### src/rtl/sid_pkg.sv
// Shared definitions for the SID register slice.
// Holds the register offset map, the per-voice stride, a small address helper
// and the decoded bus-access struct used by sid_regs.
package sid_pkg;

  localparam int SID_NUM_VOICES   = 3;
  localparam int SID_VOICE_STRIDE = 7;

  // Per-voice offsets, relative to the voice base (7 * voice)
  localparam logic [4:0] SID_V_FREQ_LO = 5'h00;
  localparam logic [4:0] SID_V_FREQ_HI = 5'h01;
  localparam logic [4:0] SID_V_PW_LO   = 5'h02;
  localparam logic [4:0] SID_V_PW_HI   = 5'h03;
  localparam logic [4:0] SID_V_CONTROL = 5'h04;
  localparam logic [4:0] SID_V_ATT_DEC = 5'h05;
  localparam logic [4:0] SID_V_SUS_REL = 5'h06;

  // Filter / global registers
  localparam logic [4:0] SID_FC_LO     = 5'h15;
  localparam logic [4:0] SID_FC_HI     = 5'h16;
  localparam logic [4:0] SID_RES_FILT  = 5'h17;
  localparam logic [4:0] SID_MODE_VOL  = 5'h18;

  // Readable registers
  localparam logic [4:0] SID_POTX      = 5'h19;
  localparam logic [4:0] SID_POTY      = 5'h1A;
  localparam logic [4:0] SID_OSC3      = 5'h1B;
  localparam logic [4:0] SID_ENV3      = 5'h1C;

  // One decoded CPU access for the current cycle
  typedef struct packed {
    logic       wr;
    logic       rd;
    logic [4:0] addr;
    logic [7:0] data;
  } sid_bus_t;

  function automatic logic [4:0] voice_reg(input int v, input logic [4:0] off);
    return 5'(v * SID_VOICE_STRIDE) + off;
  endfunction

endpackage

### src/rtl/sid_bus_latch.sv
// Floating-bus latch with fade-out.
// The latch remembers the last value driven on the data bus and fades to 0x00
// after DECAY_CYCLES ce_1m ticks without a further update.
// Ports:
//   clock, reset      - system clock, synchronous active-high reset
//   ce_1m             - 1 MHz enable, paces the decay counter only
//   upd, upd_data     - load the latch (and restart decay) with upd_data
//   latch             - current latch value
module sid_bus_latch #(
  parameter int DECAY_CYCLES = 200000
) (
  input  logic       clock,
  input  logic       reset,
  input  logic       ce_1m,
  input  logic       upd,
  input  logic [7:0] upd_data,
  output logic [7:0] latch
);

  localparam logic [19:0] RELOAD = 20'(DECAY_CYCLES);

  logic [19:0] cnt;

  // An update in the same cycle as the final tick takes priority, so the
  // latch is reloaded rather than cleared.
  always_ff @(posedge clock) begin
    if (reset) begin
      latch <= 8'h00;
      cnt   <= '0;
    end else if (upd) begin
      latch <= upd_data;
      cnt   <= RELOAD;
    end else if (ce_1m && cnt != '0) begin
      cnt <= cnt - 20'd1;
      if (cnt == 20'd1) latch <= 8'h00;
    end
  end

endmodule

### src/rtl/sid_regs.sv
// CPU-facing SID register file.
// Decodes writes at 0x00-0x18 into voice/filter parameter buses and serves
// reads of POTX/POTY/OSC3/ENV3 (0x19-0x1C). Other reads return the
// floating-bus latch when SID_BUS_DECAY_EN is defined, else 0x00.
// Ports:
//   clock, reset                 - system clock, synchronous active-high reset
//   ce_1m                        - 1 MHz enable (bus-latch decay only)
//   cs, we, addr, data_in        - one-cycle access strobe, direction, offset, write data
//   data_out                     - registered read data, held until next read
//   freq[48], pw[36]             - per-voice params, voice n at [16n+:16] / [12n+:12]
//   control, att_dec, sus_rel    - per-voice params, voice n at [8n+:8]
//   fc, res_filt, mode_vol       - filter params
//   potx, poty, osc3, env3       - readback sources
// Build option: SID_BUS_DECAY_EN enables the fading bus latch (sid_bus_latch).
module sid_regs
  import sid_pkg::*;
#(
  parameter int DECAY_CYCLES = 200000
) (
  input  logic        clock,
  input  logic        reset,
  input  logic        ce_1m,
  input  logic        cs,
  input  logic        we,
  input  logic [4:0]  addr,
  input  logic [7:0]  data_in,
  output logic [7:0]  data_out,
  output logic [47:0] freq,
  output logic [35:0] pw,
  output logic [23:0] control,
  output logic [23:0] att_dec,
  output logic [23:0] sus_rel,
  output logic [10:0] fc,
  output logic [7:0]  res_filt,
  output logic [7:0]  mode_vol,
  input  logic [7:0]  potx,
  input  logic [7:0]  poty,
  input  logic [7:0]  osc3,
  input  logic [7:0]  env3
);

  sid_bus_t acc;
  assign acc = '{wr: cs & we, rd: cs & ~we, addr: addr, data: data_in};

  logic [SID_NUM_VOICES-1:0][15:0] freq_q;
  logic [SID_NUM_VOICES-1:0][11:0] pw_q;
  logic [SID_NUM_VOICES-1:0][7:0]  ctrl_q, ad_q, sr_q;
  logic [10:0] fc_q;
  logic [7:0]  rf_q, mv_q;

  // Every byte is written independently; no low/high staging.
  always_ff @(posedge clock) begin
    if (reset) begin
      freq_q <= '0;
      pw_q   <= '0;
      ctrl_q <= '0;
      ad_q   <= '0;
      sr_q   <= '0;
      fc_q   <= '0;
      rf_q   <= '0;
      mv_q   <= '0;
    end else if (acc.wr) begin
      for (int v = 0; v < SID_NUM_VOICES; v++) begin
        if (acc.addr == voice_reg(v, SID_V_FREQ_LO)) freq_q[v][7:0]  <= acc.data;
        if (acc.addr == voice_reg(v, SID_V_FREQ_HI)) freq_q[v][15:8] <= acc.data;
        if (acc.addr == voice_reg(v, SID_V_PW_LO))   pw_q[v][7:0]    <= acc.data;
        if (acc.addr == voice_reg(v, SID_V_PW_HI))   pw_q[v][11:8]   <= acc.data[3:0];
        if (acc.addr == voice_reg(v, SID_V_CONTROL)) ctrl_q[v]       <= acc.data;
        if (acc.addr == voice_reg(v, SID_V_ATT_DEC)) ad_q[v]         <= acc.data;
        if (acc.addr == voice_reg(v, SID_V_SUS_REL)) sr_q[v]         <= acc.data;
      end
      case (acc.addr)
        SID_FC_LO:    fc_q[2:0]  <= acc.data[2:0];
        SID_FC_HI:    fc_q[10:3] <= acc.data;
        SID_RES_FILT: rf_q       <= acc.data;
        SID_MODE_VOL: mv_q       <= acc.data;
        default: ;
      endcase
    end
  end

  assign freq     = freq_q;
  assign pw       = pw_q;
  assign control  = ctrl_q;
  assign att_dec  = ad_q;
  assign sus_rel  = sr_q;
  assign fc       = fc_q;
  assign res_filt = rf_q;
  assign mode_vol = mv_q;

  // Readback mux
  logic [7:0] rd_val;
  logic       readable;
  always_comb begin
    rd_val   = 8'h00;
    readable = 1'b0;
    case (acc.addr)
      SID_POTX: begin rd_val = potx; readable = 1'b1; end
      SID_POTY: begin rd_val = poty; readable = 1'b1; end
      SID_OSC3: begin rd_val = osc3; readable = 1'b1; end
      SID_ENV3: begin rd_val = env3; readable = 1'b1; end
      default: ;
    endcase
  end

  logic [7:0] latch_val;

`ifdef SID_BUS_DECAY_EN
  // Latch follows every written byte and every value returned from a
  // readable register; reads of write-only addresses leave it alone.
  logic       latch_upd;
  logic [7:0] latch_data;
  assign latch_upd  = acc.wr | (acc.rd & readable);
  assign latch_data = acc.wr ? acc.data : rd_val;

  sid_bus_latch #(.DECAY_CYCLES(DECAY_CYCLES)) u_latch (
    .clock    (clock),
    .reset    (reset),
    .ce_1m    (ce_1m),
    .upd      (latch_upd),
    .upd_data (latch_data),
    .latch    (latch_val)
  );
`else
  assign latch_val = 8'h00;
  logic unused_decay;
  assign unused_decay = ^{ce_1m, 20'(DECAY_CYCLES)};
`endif

  // Latch value returned is the one before this edge's update.
  always_ff @(posedge clock) begin
    if (reset)       data_out <= 8'h00;
    else if (acc.rd) data_out <= readable ? rd_val : latch_val;
  end

endmodule

### config.mk
export PLATFORM = sky130hd
export DESIGN_NAME = sid_regs
export DESIGN_NICKNAME = d
export VERILOG_FILES = /design/src/rtl/sid_pkg.sv /design/src/rtl/sid_bus_latch.sv /design/src/rtl/sid_regs.sv
export SDC_FILE = /design/constraint.sdc
export NUM_CORES = 1
export LEC_CHECK = 0
export ABC_AREA = 1
export BUFFER_PORTS_ARGS = -buffer_cell sky130_fd_sc_hd__buf_2
export CAP_MARGIN = 15
export CORE_ASPECT_RATIO = 1.4
export CORE_MARGIN = 2
export CORE_UTILIZATION = 52
export CTS_BUF_LIST = sky130_fd_sc_hd__clkbuf_4
export CTS_CLUSTER_DIAMETER = 40
export DETAILED_ROUTE_END_ITERATION = 16
export MAX_ROUTING_LAYER = met4
export PLACE_DENSITY = 0.82
export SLEW_MARGIN = 40
export SYNTH_ARGS = -nofsm -noshare
export SYNTH_HDL_FRONTEND = slang
export SYNTH_SLANG_ARGS = --single-unit
### constraint.sdc
create_clock -name clock -period 1.5 [get_ports clock]
set_clock_uncertainty 0.05 [all_clocks]
set_input_delay 0.15 -clock clock [delete_from_list [all_inputs] [get_ports clock]]
set_output_delay 0.15 -clock clock [all_outputs]
set_load 0.01 [all_outputs]
=== After elaboration in Yosys (flattened, before gate mapping) ===
Cells that the tools add are included.

* RAM bits: 0
* Output and inout bits: 191
* Bits in read-only memories: 0
* Memories: 0
* Flip-flop bits (word level): 191
* Word-level logic and storage cells: 87
* Input port bits: 50
* Latch bits: 0

* Order comparisons: 0
* Add/sub/neg operators: 0
* Bitwise logic cells: 3
* Reductions and logical operators: 27
* Equal/unequal tests: 28
* Multiply operators: 0
* Multiplexer cells: 3
* Divide/modulo/power cells: 0
* Shifts and indexed selects: 0

{| class="wikitable"
|+ Operators with widths
! kind !! number
|-
| 5-bit == test, second input constant || 13
|-
| 2-bit AND reduction || 25
|-
| 5-bit by 4-bit == test with 1-bit output, second input constant || 8
|-
| 8-bit case mux with 4 select lines || 1
|-
| 5-bit by 3-bit == test with 1-bit output, second input constant || 4
|-
| 5-bit by 2-bit == test with 1-bit output, second input constant || 2
|-
| 8-bit two-way mux || 1
|-
| 5-bit by 1-bit == test with 1-bit output, second input constant || 1
|-
| 5-bit logical NOT || 1
|-
| 4-bit OR reduction || 1
|-
| 1-bit bitwise AND || 2
|-
| 1-bit two-way mux || 1
|-
| 1-bit inverter || 1
|}

=== Longest topological paths before layout ===
Gate-level depths: netlist (run 1).

* Depth after elaboration: 4
* Depth in mapped cells: 9
* Mapped depth without buffers: 9

=== Worst setup path before layout (run 1) ===
No wires, ideal clock.

* Kind: input -> register
* From: input addr[4]
* To: register pw_q (netlist bit pw[31])
* Buffers on the path: 1
* Cell stages on the path: 8
* Setup time: 0.132 ns
* Setup slack: 0.237 ns
* Arrival time: 1.081 ns
* Data required time: 1.318 ns
* Cells stage by stage: buf_2 inv_2 nor2_4 inv_2 nor2_2 inv_2 nand2_1 a21oi_1

* Longest elaborated chain between the ends: 2

{| class="wikitable"
|+ Ends and longest elaborated chain
! element !! line !! source
|-
| start, declared || sid_regs.sv:25 || <nowiki>input logic [4:0] addr,</nowiki>
|-
| 5-bit == test || sid_regs.sv:66 || <nowiki>if (acc.addr == voice_reg(v, SID_V_PW_LO)) pw_q[v][7:0] <= acc.data;</nowiki>
|-
| 2-bit AND reduction (no line) || -- ||
|-
| end signal, assigned by index || sid_regs.sv:66 ||
|-
| end signal, assigned by index || sid_regs.sv:67 || <nowiki>if (acc.addr == voice_reg(v, SID_V_PW_HI)) pw_q[v][11:8] <= acc.data[3:0];</nowiki>
|-
| end, declared || sid_regs.sv:46 || <nowiki>logic [SID_NUM_VOICES-1:0][11:0] pw_q;</nowiki>
|}

No other way between the ends.
A chain may end at the register's enable or synchronous reset.

=== Worst setup path in the final report (run 1) ===
* From: input osc3[0]
* To: register data_out[0]

* Longest elaborated chain between the ends: 2

{| class="wikitable"
|+ Ends and longest elaborated chain
! element !! line !! source
|-
| start, declared || sid_regs.sv:38 || <nowiki>input logic [7:0] osc3,</nowiki>
|-
| 8-bit case mux with 4 select lines || sid_regs.sv:97 || <nowiki>case (acc.addr)</nowiki>
|-
| 8-bit two-way mux || sid_regs.sv:133 || <nowiki>else if (acc.rd) data_out <= readable ? rd_val : latch_val;</nowiki>
|-
| end signal, assigned || sid_regs.sv:133 ||
|-
| end, declared || sid_regs.sv:27 || <nowiki>output logic [7:0] data_out,</nowiki>
|}

No other way between the ends.

==> results of run 1 <==
==> flip-flops by register name, indices dropped and copies added (netlist names) <==
register,count
freq,48
pw,36
att_dec,24
control,24
sus_rel,24
fc,11
data_out,8
mode_vol,8
res_filt,8
==> metal layers <==
layer / up-vias / part of all wire
met5: - / 0
met4: 0 / 0.055
met3: 107 / 0.081
met2: 416 / 0.48
met1: 3424 / 0.38
li1: 3627 / -
==> worst max path at each step <==
stage	startpoint	to	depth (start not counted)
finish	osc3[0]	data_out[0]	7
global route	osc3[4]	data_out[4]	7
CTS	we	data_out[2]	8
detailed placement	we	freq[40]	9
global placement	we	freq[40]	9
floorplan	addr[4]	pw[31]	8
==> what timing repair did <==
| action | in CTS | in global routing |
|---|---|---|
| buffers inserted | 0 | 2 |
| resized for setup | 0 | 5 |
| setup endpoints to repair | 0 | 9 |
| hold endpoints to repair | 127 | 0 |
| hold buffers | 44 | 0 |
==> worst max-delay path, stage by stage <==
cell	delay, ns
dlygate4sd3_1	0.53
buf_2	0.12
nand3_1	0.07
nand2_1	0.06
dlygate4sd3_1	0.57
o21ai_0	0.26
a21oi_1	0.13
==> metrics by stage <==
step,cells,total power [mW],cell area [um^2],worst slack (ns),hold WS (ns)
after floorplan,950,5.506,7144,0.2368,0.2644
after global routing,1428,8.835,9508,0.008791,0.01468
after detailed placement,1351,5.781,8756,0.02828,0.4015
after global placement,1351,5.782,8756,0.04358,0.3950
final,1428,8.565,9508,0.03471,0.01269
after CTS,1426,8.592,9485,0.03048,0.04034
==> cell families after synthesis <==
logic type | count (synthesis) | synth area share
DFF | 191 | 0.5352
buffers and inverters | 88 | 0.04781
and+or+nand+nor | 515 | 0.3077
AOI/OAI and AO/OA | 156 | 0.1093
==> cell type report <==
cell class	count	area [um^2]
fillers	1143	3880
inverters	40	153.9
clock buffers	18	135.1
flip-flops and latches	191	3824
repair buffers	312	2027
multi-input cells	671	2984
diodes	1	2.502
well taps	182	227.7
clock inverters	13	153.9
==> report_power, final <==
group / internal, mW / switching (mW) / total, mW / leakage (nW)
registers: 5.10 / 0.0142 / 5.12 / 1.54
logic: 0.234 / 0.417 / 0.651 / 2.52
clock network: 0.905 / 1.89 / 2.80 / 0.147
==> synthesized netlist by cell type <==
master and count:
nand2_1 294, dfxtp_1 191, a21oi_1 148, nor2_1 95, nand3_1 48, nor3_1 43
clkbuf_1 41, inv_2 26, inv_1 14, nand2_2 11, nor2_4 11, nand4_1 8
o21ai_0 8, buf_2 3, nor2_2 3, buf_1 2, buf_4 2, nand2_4 1
nor3_2 1
==> out/results.txt, run 1 <==
Required @ worst endpoint: 1.92 ns
outcome: completed
TritonCTS Sinks: 191
site row count: 50
Post-Syn Area: 7144 um^2
r2r worst-path depth: 3
Via Count: 7574
die extent in x: 103.1 um
final period utilization: 0.9769
Worst Tran Pin Value: 0.4064 ns
I/O pin count: 241
Die ar.: 14710 um^2
vias in the first global route: 7040
Initial Util: 0.5336
GRT Overall Usage: 0.3145
largest area contributor in the netlist: dfxtp_1
reg2reg start: freq[7]
Core Footprint: 13390 um^2
synth top area cells: dfxtp_1 54%, nand2_1 15%, a21oi_1 10%
grt met2 use: 0.5075
drt drc: 0
Worst Hold Class: in2reg
Detailed Place HPWL: 14700 um
kind of critical path: in2reg
met3 Use GR: 0.06363
Routed WL: 22880 um
largest net degree at the start of global routing: 47
Area Growth Syn to Fin: 33.08%
share of cells above drive strength 1: 0.2859
routability congestion estimate: 0.9222
setup slack, reg-to-reg: 0.33 ns
first-pass GRT wire length: 34780 um
gr ovfl total: 0
PD cells: 900.8 nW/um^2
Lkg Pwr: 4.207 nW
final-stage net count: 1283
Util after Layout: 0.7102
CTS tree: built
relative slew slack: 0.7291
Antenna Nets Post-Route: 0
commonest non-fill, non-tap cell in the layout: nand2_1
Final min period: 1.465 ns
DR pass1 iterations: 5
max frequency: 682.5 MHz
RSZ-0062 raised after global routing: false
sequential-to-total area share from yosys stat: 0.5352
Worst R2R End: freq[7]
H-tree Lvls: 4
most frequent cells in the layout: 292 x nand2_1, 237 x buf_2, 191 x dfxtp_1
Gate Count Post-Synth: 950
setup violators final: 0
Yosys Warn Count: 0
CTS Buffer Depth: 2
TritonCTS Buffers: 17
count of cell types in the netlist: 19
Hold Path Origin: cs
Crit Path Max Fanout: 1
Avg Vias per Cell: 5.304
Iteration-0 DRC Markers: 457
clk_lat worst skew: 0.60 ns
worst hold endpoint: data_out[1]
initial antenna violation count: 1
Final Hold Fails: 0
post-synth top area share: 0.5352
crit path DAT: 1.89 ns
setup TNS: 0 ns
syn_area_per_cell: 7.520 um^2
Pins Over Slew Limit: 0
GR peak layer: met2
crit start category: input pin
max_cap viols: 0
Hold Path Depth: 6
# port buffers: 239
die height: 142.7 um
Worst-path clk slew: 0.15 ns
wire length per cell: 16.02 um
CP endpoint kind: flop
Root Driver: clkbuf_4
Yosys reg bits: 191
post-synth net total: 1000
worst vdd ir: 0.6155 mV
met1 Use GR: 0.3615
No activity file was read; power rests on OpenSTA's default activity.
==> run 2: changes to the inputs <==
- SETUP_SLACK_MARGIN: default -> 0.2
==> run 2 against run 1 <==
The run now ends with hold timing left. Sequential power about the same. Final cell count increased by 2.9%. Global-route usage increased by 4.4 points. Core utilization increased by 13 points. Combinational power increased by 9.8%. Sequential cell count unchanged. Via count increased by 9.4%. Non-clock buffer count increased by 41. Critical path depth unchanged. First-iteration DRC count increased by 19%. Register-to-register slack got worse by 0.05 ns. Critical path type unchanged.
==> out/results.txt, run 2 (synthesized netlist as in run 1, its figures left out) <==
outcome: finished, violations left
failing checks: hold timing
most frequent cells in the layout: 292 x nand2_1, 191 x dfxtp_2, 186 x buf_6
cell area after layout: 11220 um^2
Detailed Place HPWL: 14700 um
RSZ-0062 raised after global routing: true
Via Count: 8289
Sw Share: 0.2769
WHS: -0.01013 ns
Lkg Pwr: 4.626 nW
Avg Vias per Cell: 5.639
Core Footprint: 13390 um^2
gr ovfl total: 0
Final min period: 1.319 ns
Area Growth Syn to Fin: 57.02%
final-stage net count: 1325
Iteration-0 DRC Markers: 543
CTS tree: built
max frequency: 758.0 MHz
relative slew slack: 0.4878
commonest non-fill, non-tap cell in the layout: nand2_1
Worst Tran Pin Value: 0.7658 ns
die height: 142.7 um
kind of critical path: in2reg
DR pass1 iterations: 5
GRT Overall Usage: 0.3582
Int Power: 6.277 mW
crit start category: input pin
crit path DAT: 1.77 ns
max FFs per register: 48
Pins Over Slew Limit: 0
I/O pin count: 241
CTS Buffer Depth: 2
initial antenna violation count: 1
Root Driver: clkbuf_4
routability congestion estimate: 0.9222
Initial Util: 0.5336
Worst-path clk slew: 0.16 ns
Crit Path Max Fanout: 1
vias in the first global route: 7931
worst vdd ir: 0.6206 mV
share of cells above drive strength 1: 0.4631
setup violators final: 0
die extent in x: 103.1 um
H-tree Lvls: 4
first-pass GRT wire length: 39470 um
Final Hold Fails: 1
Post-Layout Cell Count: 1470
Post-Place Cells: 1351
Routed WL: 28250 um
# port buffers: 239
Worst Hold Class: in2reg
combinational share of power: 0.082
drt drc: 0
CP endpoint kind: flop
Clock Power Share: 0.328
Post-Place Cell Area: 8756 um^2
PD cells: 773.8 nW/um^2
clk_lat worst skew: 0.61 ns
Flop pwr share: 0.590
net switching power figure: 2.404 mW
Util after Layout: 0.8379
TritonCTS Sinks: 191
Antenna Nets Post-Route: 0
Die ar.: 14710 um^2
Required @ worst endpoint: 1.95 ns
largest net degree at the start of global routing: 47
final period utilization: 0.8795
TritonCTS Buffers: 17
max_cap viols: 0
site row count: 50
wire length per cell: 19.22 um
setup TNS: 0 ns
-- run 2: worst max-delay path: stages --
cell	delay, ns
dlygate4sd3_1	0.54
buf_2	0.13
nand3_1	0.07
nand2_1	0.05
dlygate4sd3_1	0.56
o21ai_1	0.18
a21oi_1	0.08
-- run 2: timing repair --
item	in CTS	in global routing
endpoints found under the setup margin	185	172
hold buffers	45	1
cloned	0	1
setup buffers	15	31
pin swaps	0	7
hold endpoints to repair	137	1
resized for setup	348	69
-- run 2: worst paths after layout --
check | start | to | slack [ns] | depth (start not counted)
max | osc3[1] | data_out[1] | 0.18 | 7
min | env3[5] | data_out[5] | -0.01 | 5
max reg2reg | freq[7] | freq[7] | 0.28 | 3
min reg2reg | mode_vol[6] | mode_vol[6] | 0.42 | 2
-- run 2: final cells by class --
cell class | instances | area [um^2]
antenna | 1 | 2.502
clock buffer | 18 | 135.1
clock inverter | 13 | 153.9
fill | 739 | 2170
inverter | 40 | 150.1
multi-input combinational | 672 | 3010
sequential | 191 | 4063
tap | 182 | 227.7
timing repair buffer | 353 | 3476
-- run 2: routing by layer --
layer  vias to the layer above  track usage  share of wire
met3                       184      0.08321          0.085
met4                         0       0.2334          0.070
met5                         -            -              0
met1                      3860       0.3798           0.34
met2                       521       0.5882           0.50
li1                       3724            -              -
-- run 2: per-stage QoR --
stage	total power, mW	setup WS [ns]
floorplan	5.506	0.2368
global placement	5.782	0.04358
detailed placement	5.781	0.02828
CTS	8.624	0.1812
global route	8.914	0.1493
finish	8.681	0.1808
-- run 2: power groups by stage --
stage                     Sequential, mW  Combinational, mW  Clock, mW
after floorplan                     5.24              0.269          0
after global placement              5.22              0.558          0
after detailed placement            5.22              0.556          0
after CTS                           5.12              0.654       2.85
after global routing                5.13              0.746       3.04
final                               5.12              0.715       2.84
